`src/rtl/cskipa_pkg.sv`:
```
// Shared types and widths for the 12-bit carry-skip adder stream stage.
package cskipa_pkg;

    localparam int ADD_W  = 12;
    localparam int BLK_W  = 4;
    localparam int BLK_N  = ADD_W / BLK_W;

    typedef logic [ADD_W-1:0] add_word_t;

    typedef struct packed {
        add_word_t sum;
        logic      cout;
    } add_res_t;

endpackage

```
`src/rtl/cskipa_stream_stage_adder.sv`:
```
// 12-bit carry-skip adder: 4-bit ripple blocks whose carry bypasses a block
// when every bit in it propagates.
module CSkipA_12bit
    import cskipa_pkg::*;
(
    input  logic [ADD_W-1:0] a,
    input  logic [ADD_W-1:0] b,
    input  logic             cin,
    output logic [ADD_W-1:0] sum,
    output logic             cout
);

    logic [ADD_W-1:0] p;
    logic [ADD_W-1:0] g;
    logic [ADD_W:0]   c;
    logic [BLK_N:0]   bc;

    assign p = a ^ b;
    assign g = a & b;

    // bc[k] is the carry entering block k; it takes the skip path when the
    // whole block propagates, otherwise the block's own ripple carry.
    always_comb begin
        c     = '0;
        bc    = '0;
        bc[0] = cin;
        for (int blk = 0; blk < BLK_N; blk++) begin
            c[blk*BLK_W] = bc[blk];
            for (int i = 0; i < BLK_W; i++) begin
                c[blk*BLK_W+i+1] = g[blk*BLK_W+i] | (p[blk*BLK_W+i] & c[blk*BLK_W+i]);
            end
            bc[blk+1] = (&p[blk*BLK_W +: BLK_W]) ? bc[blk] : c[(blk+1)*BLK_W];
        end
    end

    assign sum  = p ^ c[ADD_W-1:0];
    assign cout = bc[BLK_N];

endmodule

```
`src/rtl/cskipa_stream_stage.sv`:
```
// Two-register valid/ready stage around the carry-skip adder, with saturating
// counters of accepted results and of accepted results carrying out.
module cskipa_stream_stage
    import cskipa_pkg::*;
#(
    parameter int CNT_W = 16
) (
    input  logic             clk,
    input  logic             rst,
    input  logic             in_valid,
    output logic             in_ready,
    input  logic [11:0]      in_a,
    input  logic [11:0]      in_b,
    output logic             out_valid,
    input  logic             out_ready,
    output logic [11:0]      out_sum,
    output logic             out_cout,
    input  logic             stat_clr,
    output logic [CNT_W-1:0] txn_cnt,
    output logic [CNT_W-1:0] cout_cnt
);

    add_word_t op_a;
    add_word_t op_b;
    logic      a_vld;
    add_res_t  res_q;
    logic      b_vld;
    add_word_t add_sum;
    logic      add_cout;
    logic      b_free;
    logic      move_ab;
    logic      in_xfer;
    logic      out_xfer;

    assign b_free   = !b_vld || out_ready;
    assign in_ready = !a_vld || b_free;
    assign move_ab  = a_vld && b_free;
    assign in_xfer  = in_valid && in_ready;
    assign out_xfer = b_vld && out_ready;

    CSkipA_12bit u_add (
        .a    (op_a),
        .b    (op_b),
        .cin  (1'b0),
        .sum  (add_sum),
        .cout (add_cout)
    );

    // A new pair may enter in the same cycle the old one moves on to B.
    always_ff @(posedge clk or posedge rst) begin
        if (rst) begin
            op_a  <= '0;
            op_b  <= '0;
            a_vld <= 1'b0;
        end else if (in_xfer) begin
            op_a  <= in_a;
            op_b  <= in_b;
            a_vld <= 1'b1;
        end else if (move_ab) begin
            a_vld <= 1'b0;
        end
    end

    always_ff @(posedge clk or posedge rst) begin
        if (rst) begin
            res_q <= '0;
            b_vld <= 1'b0;
        end else if (move_ab) begin
            res_q <= '{sum: add_sum, cout: add_cout};
            b_vld <= 1'b1;
        end else if (out_ready) begin
            b_vld <= 1'b0;
        end
    end

    assign out_valid = b_vld;
    assign out_sum   = res_q.sum;
    assign out_cout  = res_q.cout;

    // Clear wins over a same-cycle transfer; both counters stick at all-ones.
    always_ff @(posedge clk or posedge rst) begin
        if (rst) begin
            txn_cnt  <= '0;
            cout_cnt <= '0;
        end else if (stat_clr) begin
            txn_cnt  <= '0;
            cout_cnt <= '0;
        end else if (out_xfer) begin
            if (txn_cnt != '1)
                txn_cnt <= txn_cnt + 1'b1;
            if (res_q.cout && cout_cnt != '1)
                cout_cnt <= cout_cnt + 1'b1;
        end
    end

endmodule

```
`config.mk`:
```
export PLATFORM = sky130hd
export DESIGN_NAME = cskipa_stream_stage
export DESIGN_NICKNAME = d
export VERILOG_FILES = /design/src/rtl/cskipa_pkg.sv /design/src/rtl/cskipa_stream_stage_adder.sv /design/src/rtl/cskipa_stream_stage.sv
export SDC_FILE = /design/constraint.sdc
export NUM_CORES = 1
export LEC_CHECK = 0
export ABC_AREA = 1
export BUFFER_PORTS_ARGS = -buffer_cell sky130_fd_sc_hd__buf_4
export CORE_MARGIN = 8
export CORE_UTILIZATION = 55
export DETAILED_ROUTE_END_ITERATION = 12
export HOLD_SLACK_MARGIN = 0.05
export PLACE_DENSITY = 0.8
export RECOVER_POWER = 25
export SLEW_MARGIN = 30
export SYNTH_ARGS = -nofsm -noshare
export SYNTH_HDL_FRONTEND = slang
export SYNTH_SLANG_ARGS = --single-unit
```
`constraint.sdc`:
```
create_clock -name clk -period 8.8 [get_ports clk]
set_input_delay 0.88 -clock clk [delete_from_list [all_inputs] [get_ports clk]]
set_output_delay 0.88 -clock clk [all_outputs]
set_load 0.005 [all_outputs]
```
==> results of run 1 <==
==> how the worst min path moves through the flow <==
stage | slack (ps) | to | start | depth (start not counted)
3_5_place_dp | 470 | out_sum[8] | out_sum[8] | 2
5_1_grt | 510 | out_sum[10] | out_sum[10] | 2
2_1_floorplan | 470 | out_sum[10] | out_sum[10] | 2
3_3_place_gp | 470 | out_sum[0] | out_sum[0] | 2
4_1_cts | 490 | out_sum[8] | out_sum[8] | 2
6_report | 490 | out_sum[8] | out_sum[8] | 2
==> final cells by class <==
cell class	instances	share of cell area, %
multi-input combinational	327	41.2
timing repair buffer	76	11.9
clock buffer	11	3.18
inverter	28	2.21
sequential	71	37.3
tap	96	2.52
clock inverter	5	1.66
==> kinds of logic after synthesis <==
group,count (synthesis),share of synthesized area [%]
DFF,71,45.6
adders and majority gates,25,10.2
muxes,22,6.36
xor gates and xnor gates,10,2.25
buffers and inverters,37,4.08
AOI/OAI and AO/OA,30,4.37
and+or+nand+nor,240,27.2
==> synth_stat cells, types with 3 or more instances <==
library cell | n | area share (%)
nor2_1 | 32 | 3.1
nand3_1 | 20 | 2.6
nand4_1 | 17 | 2.7
a21oi_1 | 6 | 0.77
or2_2 | 3 | 0.48
buf_2 | 4 | 0.51
o21bai_1 | 6 | 1.2
nor2_4 | 4 | 1.2
xor2_1 | 8 | 1.8
inv_1 | 28 | 2.7
o21ai_0 | 16 | 2.1
nand2_1 | 153 | 15
dfrtp_1 | 71 | 46
ha_1 | 14 | 4.5
nand2_2 | 4 | 0.64
mux2_2 | 22 | 6.4
fa_1 | 11 | 5.7
==> power by group through the flow <==
stage / Sequential [W] / Combinational (W) / Clock (W)
floorplan: 0.000421 / 0.000123 / 0
global placement: 0.000424 / 0.000211 / 0
detailed placement: 0.000427 / 0.000221 / 0
CTS: 0.000422 / 0.000222 / 0.000307
global route: 0.000428 / 0.000247 / 0.000320
finish: 0.000422 / 0.000217 / 0.000302
==> sequential cells by signal, summed over array words and instances, names as in the netlist <==
name       flops
a_vld          1
cout_cnt      16
op_a          12
op_b          12
out_cout       1
out_sum       12
out_valid      1
txn_cnt       16
==> metrics by stage <==
stage	total power [W]	hold slack (ps)
after CTS	0.000951	492
after floorplan	0.000543	472
after global routing	0.000995	510
after detailed placement	0.000648	472
after global placement	0.000636	467
final	0.000941	488
==> per-layer routing <==
metal / track usage, % / vias to the layer above / part of all wire [%]
li1: - / 1559 / -
met1: 22.5 / 1481 / 44
met3: 5.54 / 15 / 5.3
met2: 29.9 / 81 / 48
met5: 0 / - / 0
met4: 7.44 / 0 / 2.1
==> critical path, stage by stage (launching register included) <==
cell and delay [ps]:
dfrtp_1 400, ha_1 220, fa_1 410, fa_1 390, fa_1 380, and2_1 190
fa_1 380, fa_1 390, fa_1 390, fa_1 370, nor2_1 110, a21oi_1 80
fa_1 420, fa_1 400, fa_1 370, inv_1 70, fa_1 390, o21ai_0 160
==> flow_summary.json, run 1 <==
{
  "setup_ws_ps": 3180,
  "rows": 30,
  "vias_per_cell": 5.11,
  "clock_path_buffers": 2,
  "post_cts_buffers": 0,
  "violations": "max-capacitance violations, max-slew violations",
  "critPathKind": "register to register",
  "grt_max_degree": 72,
  "synthArstFlopShare_pct": 100,
  "wire_per_inst_um": 14.2,
  "avgSynthCellArea_um2": 8.95,
  "grt_pass1_vias": 3199,
  "track_usage_pct": 18.5,
  "p_leak_nw": 2.30,
  "ys.flop_type": "dfrtp_1",
  "final_cells": 614,
  "grt_pass1_wl_um": 15000,
  "coreArea_um2": 6830,
  "r2r_end": "out_sum[11]",
  "crit_path_end_kind": "register",
  "regArea_um2": 1780,
  "cts_resized": 0,
  "r2r_slack_ps": 3180,
  "crit_arrival_ps": 5880,
  "final_cell_mix": "nand2_1 (153), buf_4 (74), dfrtp_1 (71), nor2_1 (32), inv_1 (28)",
  "first_pass_iters": 4,
  "port_buffers": 75,
  "crit_start": "op_a[0]",
  "die_x_um": 100,
  "drive_above_1_share_pct": 24.9,
  "clock_skew_ps": 5.54,
  "vias": 3136,
  "tightest_slew_ps": 3660,
  "endpoint": "out_sum[11]",
  "max_cap_violations": 1,
  "p_sw_share_pct": 29.7,
  "dieArea_um2": 10000,
  "syn_to_final_growth_pct": 22.2,
  "synth_edf_count": 0,
  "hold_viol_final": 0,
  "period_share_pct": 63.8,
  "die_h_um": 100,
  "p_comb_share_pct": 23.1,
  "syn_inst": 435,
  "relSlewSlack_pct": -144,
  "gp_congestion": 0.824,
  "final_util_pct": 69.6,
  "htree_levels": 3,
  "status": "finished, violations left",
  "placed_cells": 598,
  "setup_viol": 0,
  "wl_um": 8710,
  "power.net_switching_w": 0.000280,
  "first_iter_violations": 123,
  "clk_pin_slew_worst_paths_ps": 80,
  "synth_nets": 489,
  "ys_seq_area_share_pct": 45.6,
  "r2r-start": "op_a[0]",
  "antenna_found_initial": 0,
  "dp_slack_ps": 3210,
  "min_period_ps": 5620,
  "cts_tree": "done",
  "synth_cell_types": 28,
  "dpl-instance-area_um2": 4530,
  "rsz0062_at_grt": "no",
  "r2r_cells": 17,
  "peakVddDrop_mv": 0.113,
  "grt_remaining_overflow": 0,
  "multiInputGateArea_um2": 1960,
  "required_ps": 9060,
  "clock_sinks": 71,
  "start_kind": "register",
  "power.internal_w": 0.000661,
  "syn_area_um2": 3890,
  "initial_core_util_pct": 57.0,
  "ys_seq_elements": 71,
  "seq_power_share_pct": 44.8,
  "cts_root_buf": "clkbuf_8",
  "max_freq_mhz": 178,
  "drc": 0,
  "cts_made_buffers": 9,
  "diodes": 0,
  "path_max_fanout": 2,
  "hold_buffers": 0,
  "power_density_nw_per_um2": 198,
  "stdcell_area_um2": 4760,
  "insertion_delay_ps": 350,
  "finalSetupTns_ps": 0,
  "fillers": 537,
  "ioPinCount": 76,
  "final_nets": 567,
  "antenna_left": 0,
  "clockPowerShare_pct": 32.1,
  "dpl.hpwl_um": 6430,
  "yosys_warnings": 0,
  "worstHoldPathType": "register to register",
  "drv_slew": 72,
  "final_common_cell": "nand2_1"
}
No activity file was read; power rests on OpenSTA's default activity.
==> inputs of run 2 (changes only) <==
CORE_UTILIZATION = 50   (was 55)
PLACE_DENSITY = 0.76   (was 0.8)
clock period = 4.8 ns   (was 8.8 ns; I/O delays follow)
==> run 2 against run 1 <==
Effect of this change: the run ends with max-capacitance violations, max-slew violations, negative setup slack left; sequential share of layout area down 0.37 points; core utilization fell by 6.8 points; clock power increased by 59%; critical path type unchanged; critical endpoint unchanged; largest power group unchanged; highest routed layer unchanged.
==> flow_summary.json, run 2 (same netlist as run 1, synthesis figures left out) <==
{
  "cp_common_cell": "fa_2",
  "globalRouteMet3Util_pct": 5.02,
  "top_usage_layer": "met2",
  "critPathSlowestCell": "fa_2",
  "r2r-start": "op_a[0]",
  "drc": 0,
  "r2r_slack_ps": -260,
  "start_kind": "register",
  "cts_made_buffers": 9,
  "wire_per_inst_um": 14.0,
  "crit_arrival_ps": 5320,
  "cpLargestDelayFamily": "adder cells",
  "dpl.hpwl_um": 6410,
  "initial_core_util_pct": 50.9,
  "whs_path_depth": 2,
  "grt_remaining_overflow": 0,
  "grt_use_met2_pct": 27.4,
  "syn_to_final_growth_pct": 23.4,
  "critPathKind": "register to register",
  "clock_skew_ps": 9.53,
  "vias": 3137,
  "relSlewSlack_pct": -145,
  "diodes": 0,
  "dp_slack_ps": -368,
  "antenna_found_initial": 0,
  "fillers": 654,
  "drive_above_1_share_pct": 28.5,
  "hold_viol_final": 0,
  "r2r_end": "out_sum[11]",
  "clk_pin_slew_worst_paths_ps": 80,
  "cp_num_buf_inv": 1,
  "crit_chain": "ha_2, fa_2, fa_2, fa_2, and2_4, fa_2, fa_2, fa_2, fa_2, nor2_2, a21oi_2, fa_2, fa_2, fa_2, inv_2, fa_2, o21ai_1",
  "multiInputGateArea_um2": 2000,
  "hold_buffers": 0,
  "port_buffers": 75,
  "first_pass_iters": 5,
  "die_x_um": 104,
  "final_common_cell": "nand2_1",
  "worstHoldPathType": "primary input to register",
  "ioPinCount": 76,
  "cts_root_buf": "clkbuf_8",
  "setup_ws_ps": -258,
  "max_stage_delay_ps": 420,
  "final_nets": 571,
  "regArea_um2": 1780,
  "violations": "max-capacitance violations, max-slew violations, negative setup slack",
  "status": "finished, violations left",
  "power_density_nw_per_um2": 350,
  "track_usage_pct": 16.7,
  "drv_slew": 72,
  "biggestRegsByFlops": "cout_cnt x16, txn_cnt x16",
  "wl_um": 8730,
  "clock_path_buffers": 2,
  "clock_sinks": 71,
  "rsz0062_at_grt": "yes",
  "path_max_fanout": 2,
  "antenna_left": 0,
  "rows": 32,
  "crit_path_end_kind": "register",
  "die_h_um": 104,
  "gr-usage-met1_pct": 20.3,
  "p_leak_nw": 2.29,
  "first_iter_violations": 184,
  "setup_viol": 2,
  "cts_tree": "done",
  "coreArea_um2": 7650,
  "htree_levels": 3,
  "vias_per_cell": 5.03,
  "peakVddDrop_mv": 0.202,
  "path_depth": 17,
  "final_cell_mix": "nand2_1 (153), buf_4 (78), dfrtp_1 (71), nor2_1 (31), inv_1 (27)",
  "gp_congestion": 0.840,
  "min_period_ps": 5060,
  "endpoint": "out_sum[11]",
  "max_cap_violations": 1,
  "r2r_cells": 17,
  "insertion_delay_ps": 340,
  "required_ps": 5070,
  "max_freq_mhz": 198,
  "period_share_pct": 105,
  "grt_max_degree": 72,
  "grt_pass1_wl_um": 15100,
  "tightest_slew_ps": 3670,
  "grt_pass1_vias": 3245,
  "final_util_pct": 62.8,
  "crit_start": "op_a[0]",
  "dieArea_um2": 10900
}
-- run 2: cell count changes in the layout (fill, tap and decap cells not counted), moves of 2 or more --
cell / change
fa_1: -11
clkbuf_8: -2
a21oi_2: +2
buf_4: +4
fa_2: +11
clkinv_4: +3
o21ai_0: -2
o21ai_1: +2
a21oi_1: -2
-- run 2: repair_timing --
item	in CTS	in global routing
setup endpoints to repair	2	3
pin swaps	2	2
gates resized for setup	10	0
setup buffers	1	1
-- run 2: stage by stage --
stage | setup TNS (ps) | hold WS (ps) | instance area (µm²) | instances | power, W
finish | -422 | 363 | 4800 | 624 | 0.00168
global route | -744 | 341 | 4800 | 624 | 0.00180
CTS | -459 | 354 | 4800 | 623 | 0.00170
detailed placement | -631 | 471 | 4570 | 606 | 0.00120
global placement | -426 | 470 | 4570 | 606 | 0.00118
floorplan | -136 | 472 | 3910 | 435 | 0.00100
-- run 2: final cells by class --
class	instances	area share [%]
clock buffers	10	2.66
clock inverters	6	1.46
well taps	102	2.66
repair buffers	80	12.4
flip-flops and latches	71	37.0
multi-input cells	327	41.6
inverters	28	2.19
-- run 2: per-layer routing --
layer | vias to the layer above | routed length [µm] | share of wire [%]
met1 | 1490 | 3930 | 45
met5 | - | 0 | 0
met4 | 0 | 145 | 1.7
met2 | 71 | 4170 | 48
li1 | 1563 | - | -
met3 | 13 | 481 | 5.5
-- run 2: worst min-delay path by stage --
| stage | startpoint | endpoint | slack [ps] |
|---|---|---|---|
| 2_1_floorplan | out_sum[1] | out_sum[1] | 470 |
| 3_3_place_gp | out_sum[2] | out_sum[2] | 470 |
| 3_5_place_dp | out_sum[2] | out_sum[2] | 470 |
| 4_1_cts | in_b[9] | op_b[9] | 350 |
| 5_1_grt | in_b[6] | op_b[6] | 340 |
| 6_report | in_a[5] | op_a[5] | 360 |
-- run 2: power by group --
group / internal (W) / switching (W)
Clock: 0.000244 / 0.000235
Combinational: 0.000223 / 0.000204
Sequential: 0.000691 / 0.0000849
